[config.mk]
export PLATFORM = sky130hd
export DESIGN_NAME = ifetch_prefetch
export DESIGN_NICKNAME = d
export VERILOG_FILES = /design/src/rtl/ifetch_pkg.sv /design/src/rtl/ifetch_fifo.sv /design/src/rtl/ifetch_prefetch.sv
export SDC_FILE = /design/constraint.sdc
export NUM_CORES = 1
export LEC_CHECK = 0
export CAP_MARGIN = 25
export CORE_AREA = 4 4 203 126
export DETAILED_ROUTE_END_ITERATION = 6
export DIE_AREA = 0 0 207 130
export PLACE_DENSITY = 0.83
export SLEW_MARGIN = 20
export SYNTH_ARGS = -nofsm -noshare
export SYNTH_HDL_FRONTEND = slang
export SYNTH_SLANG_ARGS = --single-unit
[constraint.sdc]
create_clock -name clk -period 9.2 [get_ports clk]
set_clock_uncertainty 0.05 [all_clocks]
set_input_delay 2.76 -clock clk [delete_from_list [all_inputs] [get_ports clk]]
set_output_delay 2.76 -clock clk [all_outputs]
set_load 0.02 [all_outputs]
[src/rtl/ifetch_pkg.sv]
// Shared types and constants for the instruction-fetch front end.
package ifetch_pkg;

    localparam int ENTRY_PC_W    = 32;
    localparam int ENTRY_INSTR_W = 32;

    typedef struct packed {
        logic [ENTRY_PC_W-1:0]    pc;
        logic [ENTRY_INSTR_W-1:0] instr;
    } fetch_entry_t;

    localparam logic [ENTRY_INSTR_W-1:0] INSTR_NOP = 32'h0000_0000;
    localparam int unsigned              PC_STEP   = 4;

endpackage

[src/rtl/ifetch_fifo.sv]
// Circular prefetch buffer of fetch entries; flush has priority over push/pop.
module ifetch_fifo
    import ifetch_pkg::*;
#(
    parameter int DEPTH = 4
) (
    input  logic                       clk,
    input  logic                       rst,
    input  logic                       flush,
    input  logic                       push,
    input  fetch_entry_t               push_entry,
    input  logic                       pop,
    output fetch_entry_t               head,
    output logic [$clog2(DEPTH+1)-1:0] count
);

    localparam int PTR_W = $clog2(DEPTH);
    localparam int CNT_W = $clog2(DEPTH+1);

    fetch_entry_t     mem [DEPTH];
    logic [PTR_W-1:0] wr_ptr;
    logic [PTR_W-1:0] rd_ptr;

    assign head = mem[rd_ptr];

    always_ff @(posedge clk) begin
        if (push && !flush) begin
            mem[wr_ptr] <= push_entry;
        end
    end

    // Pointers wrap naturally because DEPTH is a power of two.
    always_ff @(posedge clk or negedge rst) begin
        if (!rst) begin
            wr_ptr <= '0;
            rd_ptr <= '0;
            count  <= '0;
        end else if (flush) begin
            wr_ptr <= '0;
            rd_ptr <= '0;
            count  <= '0;
        end else begin
            if (push) begin
                wr_ptr <= wr_ptr + PTR_W'(1);
            end
            if (pop) begin
                rd_ptr <= rd_ptr + PTR_W'(1);
            end
            count <= count + CNT_W'(push) - CNT_W'(pop);
        end
    end

endmodule

[src/rtl/ifetch_prefetch.sv]
// Instruction-fetch front end: sequential PC generation, credit-limited issue, prefetch queue.
// Optional macro IFETCH_PERF_EN adds the perf_stall_cycles decode-stall counter.
module ifetch_prefetch
    import ifetch_pkg::*;
#(
    parameter int                ADDR_W   = 32,
    parameter int                DATA_W   = 32,
    parameter int                DEPTH    = 4,
    parameter logic [ADDR_W-1:0] RESET_PC = '0
) (
    input  logic              clk,
    input  logic              rst,
    output logic              imem_req,
    output logic [ADDR_W-1:0] imem_addr,
    input  logic [DATA_W-1:0] imem_rdata,
    input  logic              redirect_valid,
    input  logic [ADDR_W-1:0] redirect_pc,
    output logic              out_valid,
    output logic [DATA_W-1:0] out_instr,
    output logic [ADDR_W-1:0] out_pc,
    input  logic              out_ready
`ifdef IFETCH_PERF_EN
    ,
    output logic [31:0]       perf_stall_cycles
`endif
);

    localparam int CNT_W = $clog2(DEPTH+1);

    logic [ADDR_W-1:0] fetch_pc;
    logic [ADDR_W-1:0] pc_p1;
    logic              vld_p1;
    logic              squash_p1;
    logic [CNT_W-1:0]  count;
    logic [CNT_W:0]    credit_used;
    logic              issue;
    logic              push;
    logic              pop;
    fetch_entry_t      push_entry;
    fetch_entry_t      head;

    // Outstanding request counts against queue space so a push never meets a full queue.
    assign credit_used = {1'b0, count} + (CNT_W+1)'(vld_p1);
    assign issue       = rst && !redirect_valid && (credit_used < (CNT_W+1)'(DEPTH));

    assign imem_req  = issue;
    assign imem_addr = fetch_pc;

    assign push       = vld_p1 && !squash_p1 && !redirect_valid;
    assign push_entry = '{pc: ENTRY_PC_W'(pc_p1), instr: ENTRY_INSTR_W'(imem_rdata)};

    assign out_valid = (count != '0) && !redirect_valid;
    assign pop       = out_valid && out_ready;
    assign out_instr = out_valid ? DATA_W'(head.instr) : DATA_W'(INSTR_NOP);
    assign out_pc    = out_valid ? ADDR_W'(head.pc) : '0;

    // Stage p0 -> p1: request issued, response expected next cycle.
    always_ff @(posedge clk or negedge rst) begin
        if (!rst) begin
            fetch_pc  <= RESET_PC;
            vld_p1    <= 1'b0;
            squash_p1 <= 1'b0;
        end else begin
            vld_p1    <= issue;
            squash_p1 <= redirect_valid;
            if (redirect_valid) begin
                fetch_pc <= {redirect_pc[ADDR_W-1:2], 2'b00};
            end else if (issue) begin
                fetch_pc <= fetch_pc + ADDR_W'(PC_STEP);
            end
        end
    end

    always_ff @(posedge clk) begin
        if (issue) begin
            pc_p1 <= fetch_pc;
        end
    end

    // Stage p1 -> queue: response captured with its PC.
    ifetch_fifo #(
        .DEPTH (DEPTH)
    ) u_fifo (
        .clk        (clk),
        .rst        (rst),
        .flush      (redirect_valid),
        .push       (push),
        .push_entry (push_entry),
        .pop        (pop),
        .head       (head),
        .count      (count)
    );

`ifdef IFETCH_PERF_EN
    function automatic logic [31:0] sat_inc32(input logic [31:0] v);
        return (v == '1) ? v : v + 32'd1;
    endfunction

    always_ff @(posedge clk or negedge rst) begin
        if (!rst) begin
            perf_stall_cycles <= '0;
        end else if (out_valid && !out_ready) begin
            perf_stall_cycles <= sat_inc32(perf_stall_cycles);
        end
    end
`endif

endmodule

==> summary.md, run 1 <==
In the post-synthesis netlist, the biggest area contributors are sky130_fd_sc_hd__edfxtp_1 (65%), sky130_fd_sc_hd__mux4_2 (11%), sky130_fd_sc_hd__dfrtp_1 (7.6%). Power spread over the standard cell area amounts to 224 nW/um^2. For the number of top-level design ports, the log shows 166. The number of global-route vias before repair is 7235, and the final worst hold slack is 448 ps. In this run the core area contains 44 standard-cell rows. The total global-route track usage came out at 19.3%. The hold-critical path depth was 0; the sequential-to-total area share from yosys stat was 72.6%.

In this run the tightest slew margin relative to its limit is 34.5%. Signal routing reaches up to met4. In this run switching power makes up 25.9% of total power. Summing all multi-input logic gate instances after layout gives 3310 sq um. For this design the total switching power over the nets is 907 uW. The run gives 12.1 mm as the total routed wire length on the met1 layer. Setup violations remaining at the end of the flow were counted as 0.

The tools report the startpoint kind of the worst setup timing path as a primary input. Beginning of the worst hold path: pc_p1[14]. Timing would allow up to 128 MHz. In this run the horizontal extent of the chip is 207 um. After the last flow step, the layout net total stands at 959. The number of placed instances, taps included, is 1174. For hold timing, the worst endpoint is u_fifo.mem[0][46]. The share of Yosys cell area claimed by the top area cell type was 65.0%. The worst setup slack after placement is 1310 ps. Entering global routing, the biggest net connects 64 pins. The part of the total power dissipated in sequential elements is 48.3%. Combinational logic burns 18.7% of the power. The starting DRC count in detailed routing came out at 636. Setup repair after global routing left no endpoint under its margin. CTS saw 317 sinks. The growth of design area from synthesis to finish came out at 21.9%. The routed design uses 1.75 mm of met3 wire.

The full die area was 26900 sq um. The average instance in the mapped netlist occupies 17.7 sq um. In this run the standard cell core region covers 23800 sq um. Synthesis instantiated 52 different standard cells from the library. Number of detailed-route iterations in the first pass: 5. Sorting the synthesized cells by how often they occur yields sky130_fd_sc_hd__edfxtp_1 (278), sky130_fd_sc_hd__and2_1 (70), sky130_fd_sc_hd__mux4_2 (62).

The run gives 1360 ps as the setup slack of the critical path after layout. The worst register-to-register path has a depth of 4. Synthesis produced 725 cells. Clock tree synthesis inserted a total of 28 buffers. The signal arrival time at the worst endpoint was 5030 ps; the share of power burned in the clock network was 33.0%. For the initial antenna violation count, the log shows 0.

The logs give 0 for the max capacitance violation total and 0 for the number of pins exceeding their max-slew limit in the final report. The Yosys step of the flow raised 0 warnings. Worst reg2reg path startpoint: imem_addr[9]. The critical path class was primary input to output port. The routed via count divided by cell count is 5.84. The HPWL after detailed placement is 16.3 mm. Global routing finished with a remaining overflow of 0. The maximum ir drop on the vdd rail is 0.000225 V.

Final wirelength: 26.3 mm. At the pin with the least slew margin, the transition time is 982 ps. The cell type contributing the most total cell area after synthesis is sky130_fd_sc_hd__edfxtp_1. In this run, synthesis inferred 278 flip-flops with an integrated enable. Clock-pin slew was measured on the worst setup and hold paths at 70 ps. The detail route stage leaves a number of antenna-violating nets equal to 0. Fill cells in the final layout number 1642. The number of setup buffers added after CTS is 0. Synthesis inferred 317 register bits.

Highest net fanout along the worst path: 22. The tools report the area taken by flip-flops and latches as 9330 sq um. The post-synthesis async set-or-reset flop share is 12.3%.

The run gives 12.1 mm as the met2 wire length. TritonCTS built the clock tree. The total count of hold-check failures in the final report is 0. Among all flip-flop cells after synthesis, the most frequent one is sky130_fd_sc_hd__edfxtp_1. Across all register-to-register paths, the minimum setup slack is 6740 ps. STA classifies the critical path endpoint as an output port. The tools report the internal portion of total power as 2600 uW. In this run the critical register-to-register path is captured at imem_addr[25]. The logs give 0 for the cts-stage hold buffer count and 7155 for the total via count in the routed design. The run finished with clean final reports. The die span in y is 130 um, and the number of buffers on the longest clock path is 3.

Data on the critical path is required at its endpoint by 6390 ps. The routed design could run at a clock period as short as 7840 ps. For the initial core utilization, the log shows 54.0%.

In this run the static leakage power is 0.00507 uW. The tree is rooted in a sky130_fd_sc_hd__clkbuf_16. The tools report the number of remaining DRC errors as 0. The mean routed wirelength per cell was 21.4 um. Routability-driven placement finished with a final weighted congestion of 0.877. For the post-synthesis instance area, the log shows 12800 sq um. The most common cell in the synthesized netlist is sky130_fd_sc_hd__edfxtp_1. The run gives 1 as the total number of H-tree levels.

The total negative setup slack came out at 0 ps. Count of input and output buffers: 159. The share of the cycle needed by the critical path after routing is 85.2%, and the count of inserted antenna diode cells is 0.

The number of cells in the finished layout apart from fillers came out at 1226. The post-route netlist has 14.3% of its cells at a drive strength greater than 1. The worst hold-check path type was flop to flop. Once the clock tree was built, the resizer swapped 0 gates to a different size.

The source-to-sink clock delay at the later pin of the worst-skew pair is 540 ps, and the global-route wire length before repair is 41.2 mm.
## layout make-up
class / count / area share (%)
Timing Repair Buffer: 167 / 10.5
Sequential cell: 317 / 59.5
Tap cell: 322 / 2.57
Clock inverter: 11 / 0.878
Clock buffer: 41 / 5.04
Multi-Input combinational cell: 354 / 21.1
Inverter: 14 / 0.335
## cell usage in the layout, fill, tap and decap left out, types with 5 or more instances in the layout
cell type,instances
sky130_fd_sc_hd__nor2b_1,7
sky130_fd_sc_hd__ha_1,8
sky130_fd_sc_hd__clkbuf_16,28
sky130_fd_sc_hd__and3_1,6
sky130_fd_sc_hd__nand2_1,15
sky130_fd_sc_hd__mux4_2,62
sky130_fd_sc_hd__edfxtp_1,278
sky130_fd_sc_hd__o31ai_1,20
sky130_fd_sc_hd__nand4_1,9
sky130_fd_sc_hd__dfrtp_1,37
sky130_fd_sc_hd__buf_4,8
sky130_fd_sc_hd__or4_1,19
sky130_fd_sc_hd__nor3_1,6
sky130_fd_sc_hd__and2_1,66
sky130_fd_sc_hd__nand3_1,20
sky130_fd_sc_hd__o2111ai_1,6
sky130_fd_sc_hd__nor2_1,25
sky130_fd_sc_hd__a31oi_1,19
sky130_fd_sc_hd__clkdlybuf4s50_1,158
sky130_fd_sc_hd__clkbuf_1,9
sky130_fd_sc_hd__nor4_1,5
sky130_fd_sc_hd__inv_1,12
sky130_fd_sc_hd__o21ai_0,5
## through the flow
stage	utilization (%)	total power, uW	area (sq um)
after global routing	65.9	3660	15700
final	65.9	3510	15700
after detailed placement	62.0	2390	14700
after CTS	65.9	3540	15700
after global placement	62.0	2380	14700
after floorplan	-	2100	12900
## worst max-delay path: stages
cell                              delay (ps)
sky130_fd_sc_hd__clkdlybuf4s50_1         470
sky130_fd_sc_hd__or2_2                   360
sky130_fd_sc_hd__inv_2                   310
sky130_fd_sc_hd__buf_4                   310
sky130_fd_sc_hd__and2_1                  190
sky130_fd_sc_hd__clkdlybuf4s50_1         620
## state kept, by name (all words and copies together) (netlist names)
register       cells
u_fifo.count       3
u_fifo.wr_ptr      2
pc_p1             30
u_fifo.rd_ptr      2
u_fifo.mem       248
imem_addr         30
squash_p1          1
vld_p1             1
## worst max-delay path by stage
stage	startpoint	cells past startpoint	slack (ps)	to
after floorplan	redirect_valid	4	460	imem_req
after global placement	redirect_valid	6	1310	out_instr[27]
after detailed placement	redirect_valid	6	1310	out_instr[27]
after CTS	redirect_valid	6	1300	out_pc[6]
after global routing	redirect_valid	6	1230	out_pc[6]
final	redirect_valid	6	1360	out_pc[6]
## power groups by stage
stage                     Sequential [uW]  Clock [uW]  Combinational, uW
after floorplan                      1700           0                405
after global placement               1720           0                655
after detailed placement             1730           0                663
after CTS                            1690        1180                665
after global routing                 1700        1250                707
final                                1690        1160                657
## metal layers
metal  track usage (%)  vias to the layer above
met4              3.07                        0
met5                 0                        -
met1              29.4                     3643
li1                  -                     3227
met3              3.99                       28
met2              30.1                      257
## cell families (layout without fill, tap and decap cells)
| logic type | after synthesis | after routing | share of synthesized area (%) |
|---|---|---|---|
| AND/OR/NAND/NOR | 201 | 201 | 9.20 |
| multiplexers | 63 | 63 | 10.9 |
| adder cells (fa/ha/maj) | 9 | 9 | 0.935 |
| other | 1 | 4 | 0.0292 |
| buffers and inverters | 57 | 233 | 1.89 |
| flip-flops | 317 | 317 | 72.6 |
| XOR/XNOR | 3 | 3 | 0.205 |
| AO/OA/AOI/OAI | 74 | 74 | 4.24 |
Power figures use the tool's default switching activity.
==> run 2: changes to the inputs <==
CTS_CLUSTER_SIZE = 16   (was unset)
MAX_ROUTING_LAYER = met4   (was unset)
SYNTH_HIERARCHICAL = 1   (was unset)
==> run 2 against run 1 <==
Against the previous run:
- synthesized area rose by 0.39%
- final area rose by 0.31%
- power fell by 1.4%
- global-route usage rose by 0.97 points
- non-clock buffer count rose by 1
- register-to-register slack got worse by 500 ps
- first-iteration DRC count fell by 15%
- synthesized cell count fell by 5.0%
- worst setup slack improved by 71 ps
- critical path type unchanged
- critical endpoint is now out_pc[26]
- largest power group unchanged
==> summary.md, run 2 <==
The count of endpoints failing setup in the final report was 0 (unchanged). The number of pins exceeding their max-slew limit in the final report was 0 (unchanged); the maximum ir drop on the vdd rail was 0.000142 V (-37%). The post-layout instance area was 15700 sq um (+0.31%).

The logs give 1440 ps (+70.5 ps) for the setup slack of the critical path after layout and 3 (unchanged) for the number of buffers on the longest clock path. The average cell area after synthesis is 18.7 sq um (+5.6%). The post-synthesis instance area is 12900 sq um (+0.39%). Final wirelength: 26.3 mm (about the same). The post-CTS resize count came out at 0 (unchanged). The worst-margin pin slew was 1020 ps (+40.0 ps); the post-synthesis mux area share was 11.4% (+0.46 points).

The tools report the minimum setup slack among reg-to-reg paths as 6240 ps (-500 ps). The max capacitance violation total was 0 (unchanged); the number of flip-flops under the largest register name was 256 (+3.2%). Source-to-sink clock delay at the later pin of the worst-skew pair: 540 ps (about the same). The post-synthesis simple-gate area fraction was 8.23% (-0.97 points); the post-CTS clock slew at the launch and capture registers of the worst setup and hold paths was 70 ps (about the same). The worst hold path terminates at u_fifo/mem[0][60]. The post-synthesis async set-or-reset flop share is 12.0% (-0.30 points), and the total count of hold-check failures in the final report is 0 (unchanged). The hold-critical path depth came out at 0 (unchanged). The tools report the HPWL after detailed placement as 15.7 mm (-3.4%). The number of global-route vias before repair is 7209 (-0.36%).

Ranked by instance count, the synthesized netlist is headed by sky130_fd_sc_hd__edfxtp_1 (286), sky130_fd_sc_hd__and2_1 (73), sky130_fd_sc_hd__mux4_2 (64). The run gives 20.2% (+0.97 points) as the total global-route track usage. STA classifies the critical path startpoint as a primary input. The logs give 325 (+2.5%) for the TritonCTS sink count and 0 (unchanged) for the number of remaining DRC errors. The run gives 1 (unchanged) as the total number of H-tree levels. The number of cell instances on the worst register-to-register path was 11 (+7). The number of buffers created by CTS was 29 (+3.6%); the total power density per cell area was 220 nW/um^2 (-1.7%). The tools report the clock root buffer as sky130_fd_sc_hd__clkbuf_16.

The count of inserted antenna diode cells is 0 (unchanged), and the die span in y is 130 um (unchanged). The post-synthesis adder-cell area fraction came out at 0.834% (-0.10 points). The worst-case headroom to the max-slew limit was 31.8% (-2.7 points). The number of nets with antenna violations after detailed routing was 0 (unchanged).

The tools report the distinct cell type count of the synthesized netlist as 53 (+1.9%). The startpoint identified for the worst register-to-register timing path is u_fifo/count[1]. The remaining global-route overflow is 0 (unchanged), and the share of the cycle needed by the critical path after routing is 84.4% (-0.77 points).

The tools report the cell area reported after detailed placement as 14800 sq um (+0.48%). More flip-flops sit in one register than any other, and that register is u_fifo/mem. The highest net fanout along the worst path came out at 42 (+91%). The post-CTS setup repair buffer count is 0 (unchanged). Growth of design area from synthesis to finish: 21.9% (about the same). The critical path class is primary input to output port.

The tightest min-delay check is of the flop to flop type. By area, the combinational part of the netlist is dominated by multiplexers. The worst setup slack after placement is 1370 ps (+58.5 ps). In the layout the commonest cells are sky130_fd_sc_hd__edfxtp_1 (286), sky130_fd_sc_hd__clkdlybuf4s50_1 (160), sky130_fd_sc_hd__and2_1 (69), sky130_fd_sc_hd__mux4_2 (64), sky130_fd_sc_hd__dfrtp_1 (37).

The number of storage elements in the synthesis netlist was 325 (+2.5%). The run finished with clean final reports. The number of detailed-route iterations in the first pass is 5 (unchanged), and the final critical delay including setup and external delays is 7760 ps (-70.5 ps). The fraction of synthesized cell area in xor and xnor cells is 0.446% (+0.24 points).

The fraction of layout cells with a size suffix above 1 is 14.8% (+0.57 points). Maximum number of pins on one net before global-route repair: 65 (+1.6%). The share of Yosys cell area claimed by the top area cell type was 66.6% (+1.6 points). The count of mapped cells out of synthesis came out at 689 (-5.0%). The horizontal die dimension was 207 um (unchanged).

The number of nets in the layout is 940 (-2.0%), and the required arrival time at the worst endpoint is 6390 ps (about the same). Mean routed wirelength per cell: 21.8 um (+1.8%). The worst setup path is captured at an output port.

The number of synthesized flops with an enable pin is 286 (+2.9%). For the area of the core, the log shows 23800 sq um (unchanged). The number of rows created at floorplan was 44 (unchanged). By instance count, the leading cell after synthesis is sky130_fd_sc_hd__edfxtp_1. The global-route wire length before repair is 41.6 mm (+1.1%).

The overall power is 3460 uW (-1.4%), and the final weighted congestion in routability-driven placement is 0.864 (-1.5%). The worst register-to-register path ends at u_fifo/count[2]. In this run the most critical hold path is launched from pc_p1[28]. The synthesized design spends more area on one cell type than any other, namely sky130_fd_sc_hd__edfxtp_1.

The logs give 166 (unchanged) for the number of top-level design ports and 26900 sq um (unchanged) for the full die area. Leading register cell type out of synthesis: sky130_fd_sc_hd__edfxtp_1. The post-synthesis compound-gate area fraction came out at 2.93% (-1.3 points). The total negative setup slack is 0 ps (unchanged), and the initial antenna violation count is 1 (+1).

The initial core utilization is 54.2% (+0.21 points). Count of input and output buffers: 161 (+1.3%). TritonCTS built the clock tree. The total leakage power came out at 0.00515 uW (+1.6%). In the post-synthesis netlist, the biggest area contributors are sky130_fd_sc_hd__edfxtp_1 (67%), sky130_fd_sc_hd__mux4_2 (11%), sky130_fd_sc_hd__dfrtp_1 (7.6%). The tools report the maximum achievable frequency as 129 MHz (+0.91%). Setup repair after global routing left no endpoint under its margin. The total via count in the routed design is 6996 (-2.2%), and the routed via count divided by cell count is 5.81 (-0.52%).

The leading cell type in the layout, fill and taps excluded is sky130_fd_sc_hd__edfxtp_1. For the signal arrival time at the worst endpoint, the log shows 4950 ps (-80 ps). The tools report the count of yosys warnings during synthesis as 6 (+6). The run gives 0 (unchanged) as the cts-stage hold buffer count.

The logs give 74.1% (+1.6 points) for the sequential-to-total area share from yosys stat and 542 (-15%) for the starting DRC count in detailed routing.
-- run 2: cell types whose count changed after synthesis, sizes merged, moves of 5 or more --
cell / previous run / this run
edfxtp: 278 / 286
o2111ai: 6 / 0
o31ai: 20 / 1
nor2b: 7 / 2
o211ai: 3 / 12
nand2: 15 / 35
nor2: 25 / 17
a221o: 0 / 8
o311ai: 0 / 6
buf: 12 / 18
a31oi: 19 / 2
or4: 21 / 4
clkbuf: 31 / 15
-- run 2: area by class of cell --
type | count | area (sq um)
multi-input combinational | 330 | 3130
sequential | 325 | 9570
clock inverter | 15 | 158
tap | 322 | 403
inverter | 10 | 37.5
timing repair buffer | 168 | 1670
fill | 1584 | 8060
clock buffer | 35 | 748
-- run 2: worst max path at each step --
stage | startpoint | slack [ps] | end
global route | redirect_valid | 1250 | out_pc[26]
detailed placement | redirect_valid | 1370 | out_pc[26]
CTS | redirect_valid | 1360 | out_pc[26]
global placement | redirect_valid | 1410 | out_pc[26]
finish | redirect_valid | 1440 | out_pc[26]
floorplan | redirect_valid | 1950 | imem_req
-- run 2: kinds of logic after synthesis --
kind of cell               count (synthesis)
and+or+nand+nor                          190
other                                      1
xor gates and xnor gates                   5
AOI/OAI and AO/OA                         50
DFF                                      325
buffers and inverters                     43
adders and majority gates                  8
muxes                                     67
-- run 2: routing by layer --
| metal | track usage, % | wire length [um] | vias to the layer above |
|---|---|---|---|
| li1 | - | - | 3078 |
| met1 | 30.9 | 11900 | 3517 |
| met2 | 29.3 | 11800 | 368 |
| met3 | 4.47 | 2360 | 33 |
| met4 | 3.11 | 299 | 0 |
| met5 | - | 0 | - |
-- run 2: report_power, final --
group / internal, uW / switching, uW / total [uW]
registers: 1660 / 76.8 / 1740
logic: 282 / 280 / 563
clock network: 663 / 497 / 1160
total: 2600 / 854 / 3460
-- run 2: metrics by stage --
step | hold WS [ps] | instances | utilization (%)
3_3_place_gp | 427 | 1155 | 62.3
2_1_floorplan | 409 | 698 | -
5_1_grt | 470 | 1205 | 66.1
6_report | 451 | 1205 | 66.1
3_5_place_dp | 443 | 1155 | 62.3
4_1_cts | 456 | 1205 | 66.1
-- run 2: worst max-delay path: stages --
cell and delay, ps:
sky130_fd_sc_hd__clkdlybuf4s50_1 470, sky130_fd_sc_hd__nor2_4 550, sky130_fd_sc_hd__buf_12 280, sky130_fd_sc_hd__and2_1 240, sky130_fd_sc_hd__clkdlybuf4s50_1 630
